[src/rtl/multicycle_ctrl_ws.sv]
// Multicycle MIPS control unit with memory wait states, timeout and TRAP.
// Decodes lw/sw/R/beq/j/addi into datapath strobes and mux selects.
module multicycle_ctrl_ws #(
    parameter int unsigned MEM_TIMEOUT     = 16,
    parameter int unsigned CNT_W           = 5,
    parameter bit          TRAP_ON_ILLEGAL = 1'b1
) (
    input  logic       Clock,
    input  logic       Reset,
    input  logic [5:0] OpCode,
    input  logic       Zero,
    input  logic       MemReady,
    output logic       MemReq,
    output logic       CtrMem,
    output logic       IouD,
    output logic       IREsc,
    output logic       MDRCtrl,
    output logic       ULASaidaCtrl,
    output logic       PCEsc,
    output logic [1:0] PCSrc,
    output logic       ULAFonteA,
    output logic [1:0] ULAFonteB,
    output logic [1:0] ULAOp,
    output logic       RegDst,
    output logic       MemParaReg,
    output logic       RegWrite,
    output logic       Error,
    output logic [3:0] Estado
);

    typedef enum logic [3:0] {
        S_FETCH     = 4'd0,
        S_DECODE    = 4'd1,
        S_MEMADDR   = 4'd2,
        S_MEMREAD   = 4'd3,
        S_LW_WB     = 4'd4,
        S_MEMWRITE  = 4'd5,
        S_R_EXEC    = 4'd6,
        S_R_WB      = 4'd7,
        S_BRANCH    = 4'd8,
        S_JUMP      = 4'd9,
        S_ADDI_EXEC = 4'd10,
        S_ADDI_WB   = 4'd11,
        S_TRAP      = 4'd15
    } state_e;

    localparam logic [5:0] OP_R    = 6'h00;
    localparam logic [5:0] OP_J    = 6'h02;
    localparam logic [5:0] OP_BEQ  = 6'h04;
    localparam logic [5:0] OP_ADDI = 6'h08;
    localparam logic [5:0] OP_LW   = 6'h23;
    localparam logic [5:0] OP_SW   = 6'h2B;

    localparam bit TO_EN = (MEM_TIMEOUT != 0);
    localparam logic [CNT_W-1:0] CNT_LAST =
        CNT_W'(TO_EN ? MEM_TIMEOUT - 1 : 0);

    state_e           state_q, state_d;
    logic [CNT_W-1:0] cnt_q, cnt_d;
    logic             wait_st;
    logic             timeout;

    assign wait_st = (state_q == S_FETCH) ||
                     (state_q == S_MEMREAD) ||
                     (state_q == S_MEMWRITE);

    // MemReady in the last allowed cycle still completes normally
    assign timeout = TO_EN && wait_st && !MemReady &&
                     (cnt_q == CNT_LAST);

    always_ff @(posedge Clock or negedge Reset) begin
        if (!Reset) begin
            state_q <= S_FETCH;
            cnt_q   <= '0;
        end else begin
            state_q <= state_d;
            cnt_q   <= cnt_d;
        end
    end

    always_comb begin
        state_d = state_q;
        case (state_q)
            S_FETCH: begin
                if (MemReady) state_d = S_DECODE;
            end
            S_DECODE: begin
                case (OpCode)
                    OP_LW, OP_SW: state_d = S_MEMADDR;
                    OP_R:         state_d = S_R_EXEC;
                    OP_BEQ:       state_d = S_BRANCH;
                    OP_J:         state_d = S_JUMP;
                    OP_ADDI:      state_d = S_ADDI_EXEC;
                    default:
                        state_d = TRAP_ON_ILLEGAL ? S_TRAP : S_FETCH;
                endcase
            end
            S_MEMADDR: begin
                state_d = (OpCode == OP_LW) ? S_MEMREAD : S_MEMWRITE;
            end
            S_MEMREAD: begin
                if (MemReady) state_d = S_LW_WB;
            end
            S_MEMWRITE: begin
                if (MemReady) state_d = S_FETCH;
            end
            S_LW_WB:     state_d = S_FETCH;
            S_R_EXEC:    state_d = S_R_WB;
            S_R_WB:      state_d = S_FETCH;
            S_BRANCH:    state_d = S_FETCH;
            S_JUMP:      state_d = S_FETCH;
            S_ADDI_EXEC: state_d = S_ADDI_WB;
            S_ADDI_WB:   state_d = S_FETCH;
            S_TRAP:      state_d = S_TRAP;
            default:     state_d = S_TRAP;
        endcase
        if (timeout) state_d = S_TRAP;
    end

    // Counter restarts on every state change, so entry clears it
    always_comb begin
        cnt_d = '0;
        if (wait_st && !MemReady && (state_d == state_q))
            cnt_d = cnt_q + 1'b1;
    end

    always_comb begin
        MemReq       = 1'b0;
        CtrMem       = 1'b0;
        IouD         = 1'b0;
        IREsc        = 1'b0;
        MDRCtrl      = 1'b0;
        ULASaidaCtrl = 1'b0;
        PCEsc        = 1'b0;
        PCSrc        = 2'b00;
        ULAFonteA    = 1'b0;
        ULAFonteB    = 2'b00;
        ULAOp        = 2'b00;
        RegDst       = 1'b0;
        MemParaReg   = 1'b0;
        RegWrite     = 1'b0;
        Error        = 1'b0;
        if (!Reset) begin
            // Strobes held off during reset; muxes parked at fetch values
            ULAFonteB = 2'b01;
        end else begin
            case (state_q)
                S_FETCH: begin
                    MemReq    = 1'b1;
                    ULAFonteB = 2'b01;
                    IREsc     = MemReady;
                    PCEsc     = MemReady;
                end
                S_DECODE: begin
                    ULAFonteB    = 2'b11;
                    ULASaidaCtrl = 1'b1;
                end
                S_MEMADDR: begin
                    ULAFonteA    = 1'b1;
                    ULAFonteB    = 2'b10;
                    ULASaidaCtrl = 1'b1;
                end
                S_MEMREAD: begin
                    MemReq  = 1'b1;
                    IouD    = 1'b1;
                    MDRCtrl = MemReady;
                end
                S_LW_WB: begin
                    MemParaReg = 1'b1;
                    RegWrite   = 1'b1;
                end
                S_MEMWRITE: begin
                    MemReq = 1'b1;
                    CtrMem = 1'b1;
                    IouD   = 1'b1;
                end
                S_R_EXEC: begin
                    ULAFonteA    = 1'b1;
                    ULAOp        = 2'b10;
                    ULASaidaCtrl = 1'b1;
                end
                S_R_WB: begin
                    RegDst   = 1'b1;
                    RegWrite = 1'b1;
                end
                S_BRANCH: begin
                    ULAFonteA = 1'b1;
                    ULAOp     = 2'b01;
                    PCSrc     = 2'b01;
                    PCEsc     = Zero;
                end
                S_JUMP: begin
                    PCSrc = 2'b10;
                    PCEsc = 1'b1;
                end
                S_ADDI_EXEC: begin
                    ULAFonteA    = 1'b1;
                    ULAFonteB    = 2'b10;
                    ULASaidaCtrl = 1'b1;
                end
                S_ADDI_WB: begin
                    RegWrite = 1'b1;
                end
                S_TRAP: begin
                    Error = 1'b1;
                end
                default: begin
                    Error = 1'b1;
                end
            endcase
        end
    end

    assign Estado = state_q;

endmodule
[config.mk]
export PLATFORM = sky130hd
export DESIGN_NAME = multicycle_ctrl_ws
export DESIGN_NICKNAME = d
export VERILOG_FILES = /design/src/rtl/multicycle_ctrl_ws.sv
export SDC_FILE = /design/constraint.sdc
export NUM_CORES = 1
export LEC_CHECK = 0
export ABC_AREA = 1
export CAP_MARGIN = 30
export CORE_MARGIN = 10
export CORE_UTILIZATION = 39
export CTS_CLUSTER_DIAMETER = 60
export DETAILED_ROUTE_END_ITERATION = 8
export GPL_TIMING_DRIVEN = 0
export PLACE_DENSITY_LB_ADDON = 0.1
export SLEW_MARGIN = 25
export SYNTH_ARGS = -nofsm -noshare
export SYNTH_HDL_FRONTEND = slang
export SYNTH_SLANG_ARGS = --single-unit
[constraint.sdc]
create_clock -name Clock -period 1.6 [get_ports Clock]
set_clock_uncertainty 0.05 [all_clocks]
set_input_delay 0.32 -clock Clock [delete_from_list [all_inputs] [get_ports Clock]]
set_output_delay 0.32 -clock Clock [all_outputs]
set_load 0.1 [all_outputs]
==> impl_metrics.json <==
{
  "outcome": "finished with violations",
  "violations": "negative setup slack",
  "multi_input_area_um2": 836,
  "die_h_um": 66.6,
  "finalCritPeriodShare_pct": 131,
  "syn-instance-count": 124,
  "place_ws_ps": -2180,
  "rsz0062_at_grt": "yes",
  "cts_sinks": 9,
  "synth_seq_area_share_pct": 26.6,
  "switching_power_uw": 165,
  "clock_power_share_pct": 34.5,
  "period_minus_slack_ps": 2090,
  "crit_path_top_delay_cell": "dfrtp_2",
  "power.density_nw_per_um2": 281,
  "hold_class": "in2async",
  "path_clk_slew_ps": 70,
  "critPathArrivalTime_ps": 1720,
  "startpoint_type": "flip-flop",
  "globalRouteOverflowTotal": 0,
  "cts_buffers": 3,
  "fin_nets": 193,
  "rows": 16,
  "ios": 32,
  "io_buffers": 31,
  "worst-path-buf-inv": 2,
  "p_sw_share_pct": 30.7,
  "route.detailed.drc": 0,
  "fin_ws_ps": -489,
  "leakagePower_nw": 0.814,
  "hold_ws_ps": 499,
  "p_total_uw": 537,
  "cts_max_path_buffers": 2,
  "nFillCells": 49,
  "die_area_um2": 4430,
  "max-vdd-ir-drop_v": 0.000429,
  "reg2reg_from": "Estado[2]$_DFF_PN0_",
  "cts_tree": "built",
  "fp.dieW_um": 66.6,
  "seq_area_um2": 238,
  "setup_viol": 27,
  "ys_seq_elements": 9,
  "muxShareOfSynthArea_pct": 0,
  "startpoint": "Estado[3]$_DFF_PN0_",
  "p_seq_share_pct": 42.3,
  "worst_pin_slew_ps": 498,
  "insertion_delay_ps": 270,
  "max_freq_mhz": 479,
  "antenna_cells": 0,
  "htree_levels": 1,
  "worstPathCellList": "inv_4 -> nor2_4 -> nand2_1 -> a31oi_4 -> buf_12",
  "cp_top_family": "flip-flops",
  "grt_pass1_vias": 1147,
  "synth_compound_area_share_pct": 7.84,
  "yosysWarnings": 0,
  "slew_viol_final": 0,
  "hpwl_mm": 2.18,
  "via_per_inst": 6.24,
  "cp_max_fo": 5,
  "finalHoldViolCount": 0,
  "synth_cell_types": 24,
  "rrSetupSlack_ps": -240,
  "synthAdderAreaFrac_pct": 2.96,
  "maxCapViolCount": 0,
  "route.antenna.remaining_nets": 0,
  "place_congestion": 0.853,
  "cts_root_buffer": "clkbuf_4",
  "wl_per_cell_um": 23.6,
  "grt_max_degree": 11,
  "worstPathRequired_ps": 1230,
  "grt_pass1_wl_mm": 5.66,
  "syn2layout_area_growth_pct": 126,
  "grt_antenna_before_repair": 0,
  "grt_use_total_pct": 16.0,
  "synth_xor_area_share_pct": 2.07,
  "initial_core_util_pct": 42.2,
  "combPwrFrac_pct": 23.1,
  "synth-simple-area-share_pct": 52.1,
  "synth_top_family_by_area": "simple AND/OR/NAND/NOR gates",
  "final_common_cell": "buf_12",
  "synth_area_per_cell_um2": 6.82,
  "drt_iter0_drc": 91,
  "drive_gt1_share_pct": 61.1,
  "firstDrtPassIters": 4,
  "netlist_area_um2": 846,
  "p_int_uw": 372,
  "drt_wl_total_mm": 4.89,
  "final_cell_mix": "buf_12 (19), buf_4 (17), nand3_1 (15), nor2_4 (15), nand2_1 (12)",
  "path_class": "reg2out",
  "core_um2": 2000,
  "slowest_delay_ps": 480,
  "max-slew-margin-rel_pct": 67.1,
  "cp-end-kind": "output port",
  "vias": 1291,
  "synthesis.nets": 136
}
[area by class of cell]
class                           instances  share of cell area [%]
Clock buffer                            4                    1.38
Buffer                                  1                    1.31
Tap cell                               27                    1.77
Timing Repair Buffer                   52                    35.1
Multi-Input combinational cell         96                    43.8
Inverter                               18                    4.13
Sequential cell                         9                    12.5
[flip-flops by register name, indices dropped and copies added, names as in the netlist]
signal	flops
cnt_q	5
Estado	4
[path summary, 6_finish.rpt]
path | to | cells after the start
max in group asynchronous | Estado[0]$_DFF_PN0_ | 2
worst min-delay path | Estado[2]$_DFF_PN0_ | 2
min in group Clock | cnt_q[0]$_DFF_PN0_ | 2
worst max-delay path | RegWrite | 5
worst max register to register | cnt_q[0]$_DFF_PN0_ | 10
worst min register to register | cnt_q[0]$_DFF_PN0_ | 2
[logic make-up (layout without fill, tap and decap cells)]
kind of cell,Yosys count,count (layout)
and+or+nand+nor,81,81
buffers and inverters,19,75
AOI/OAI and AO/OA,11,11
DFF,9,9
adders and majority gates,2,2
xor gates and xnor gates,2,2
[synth_stat cells, drive strengths merged]
cell	n	area (um^2)
xnor2	1	8.76
nor2	29	144
xor2	1	8.76
o21ai	3	15.0
clkinv	1	3.75
nand3	21	153
a21oi	2	10.0
nand2	25	106
ha	2	25.0
dfrtp	9	225
inv	17	63.8
clkbuf	1	3.75
nand4	3	18.8
and3	1	6.26
a21o	1	7.51
a211o	1	8.76
nor4	2	12.5
a31oi	4	25.0
[timing repair]
| action | 4_1_cts | 5_1_grt |
|---|---|---|
| pin swaps | 8 | 13 |
| setup buffers | 13 | 7 |
| endpoints found under the hold margin | 9 | 0 |
| setup endpoints to repair | 27 | 28 |
| gates resized for setup | 200 | 29 |
| hold buffers | 1 | 0 |
[power groups by stage]
stage	registers (mW)	clock network [mW]	logic, mW
floorplan	0.232	0	0.0523
global placement	0.232	0	0.0909
detailed placement	0.232	0	0.0934
CTS	0.227	0.174	0.114
global route	0.227	0.195	0.127
finish	0.227	0.185	0.124
[metal layers]
layer | global-route usage (%) | share of wire [%]
met5 | 0 | 0
met4 | 8.12 | 5.0
met3 | 3.34 | 11
met2 | 27.5 | 48
met1 | 18.0 | 36
[through the flow]
stage               TNS [ps]  cells  area, um^2  util [%]
finish                 -7870    207        1910      95.3
global route           -8850    207        1910      95.3
CTS                    -5740    200        1770      88.4
detailed placement    -37570    182        1400      69.8
global placement      -36270    182        1400      69.8
floorplan              -9200    124        1050         -
No activity file was read; power rests on OpenSTA's default activity.
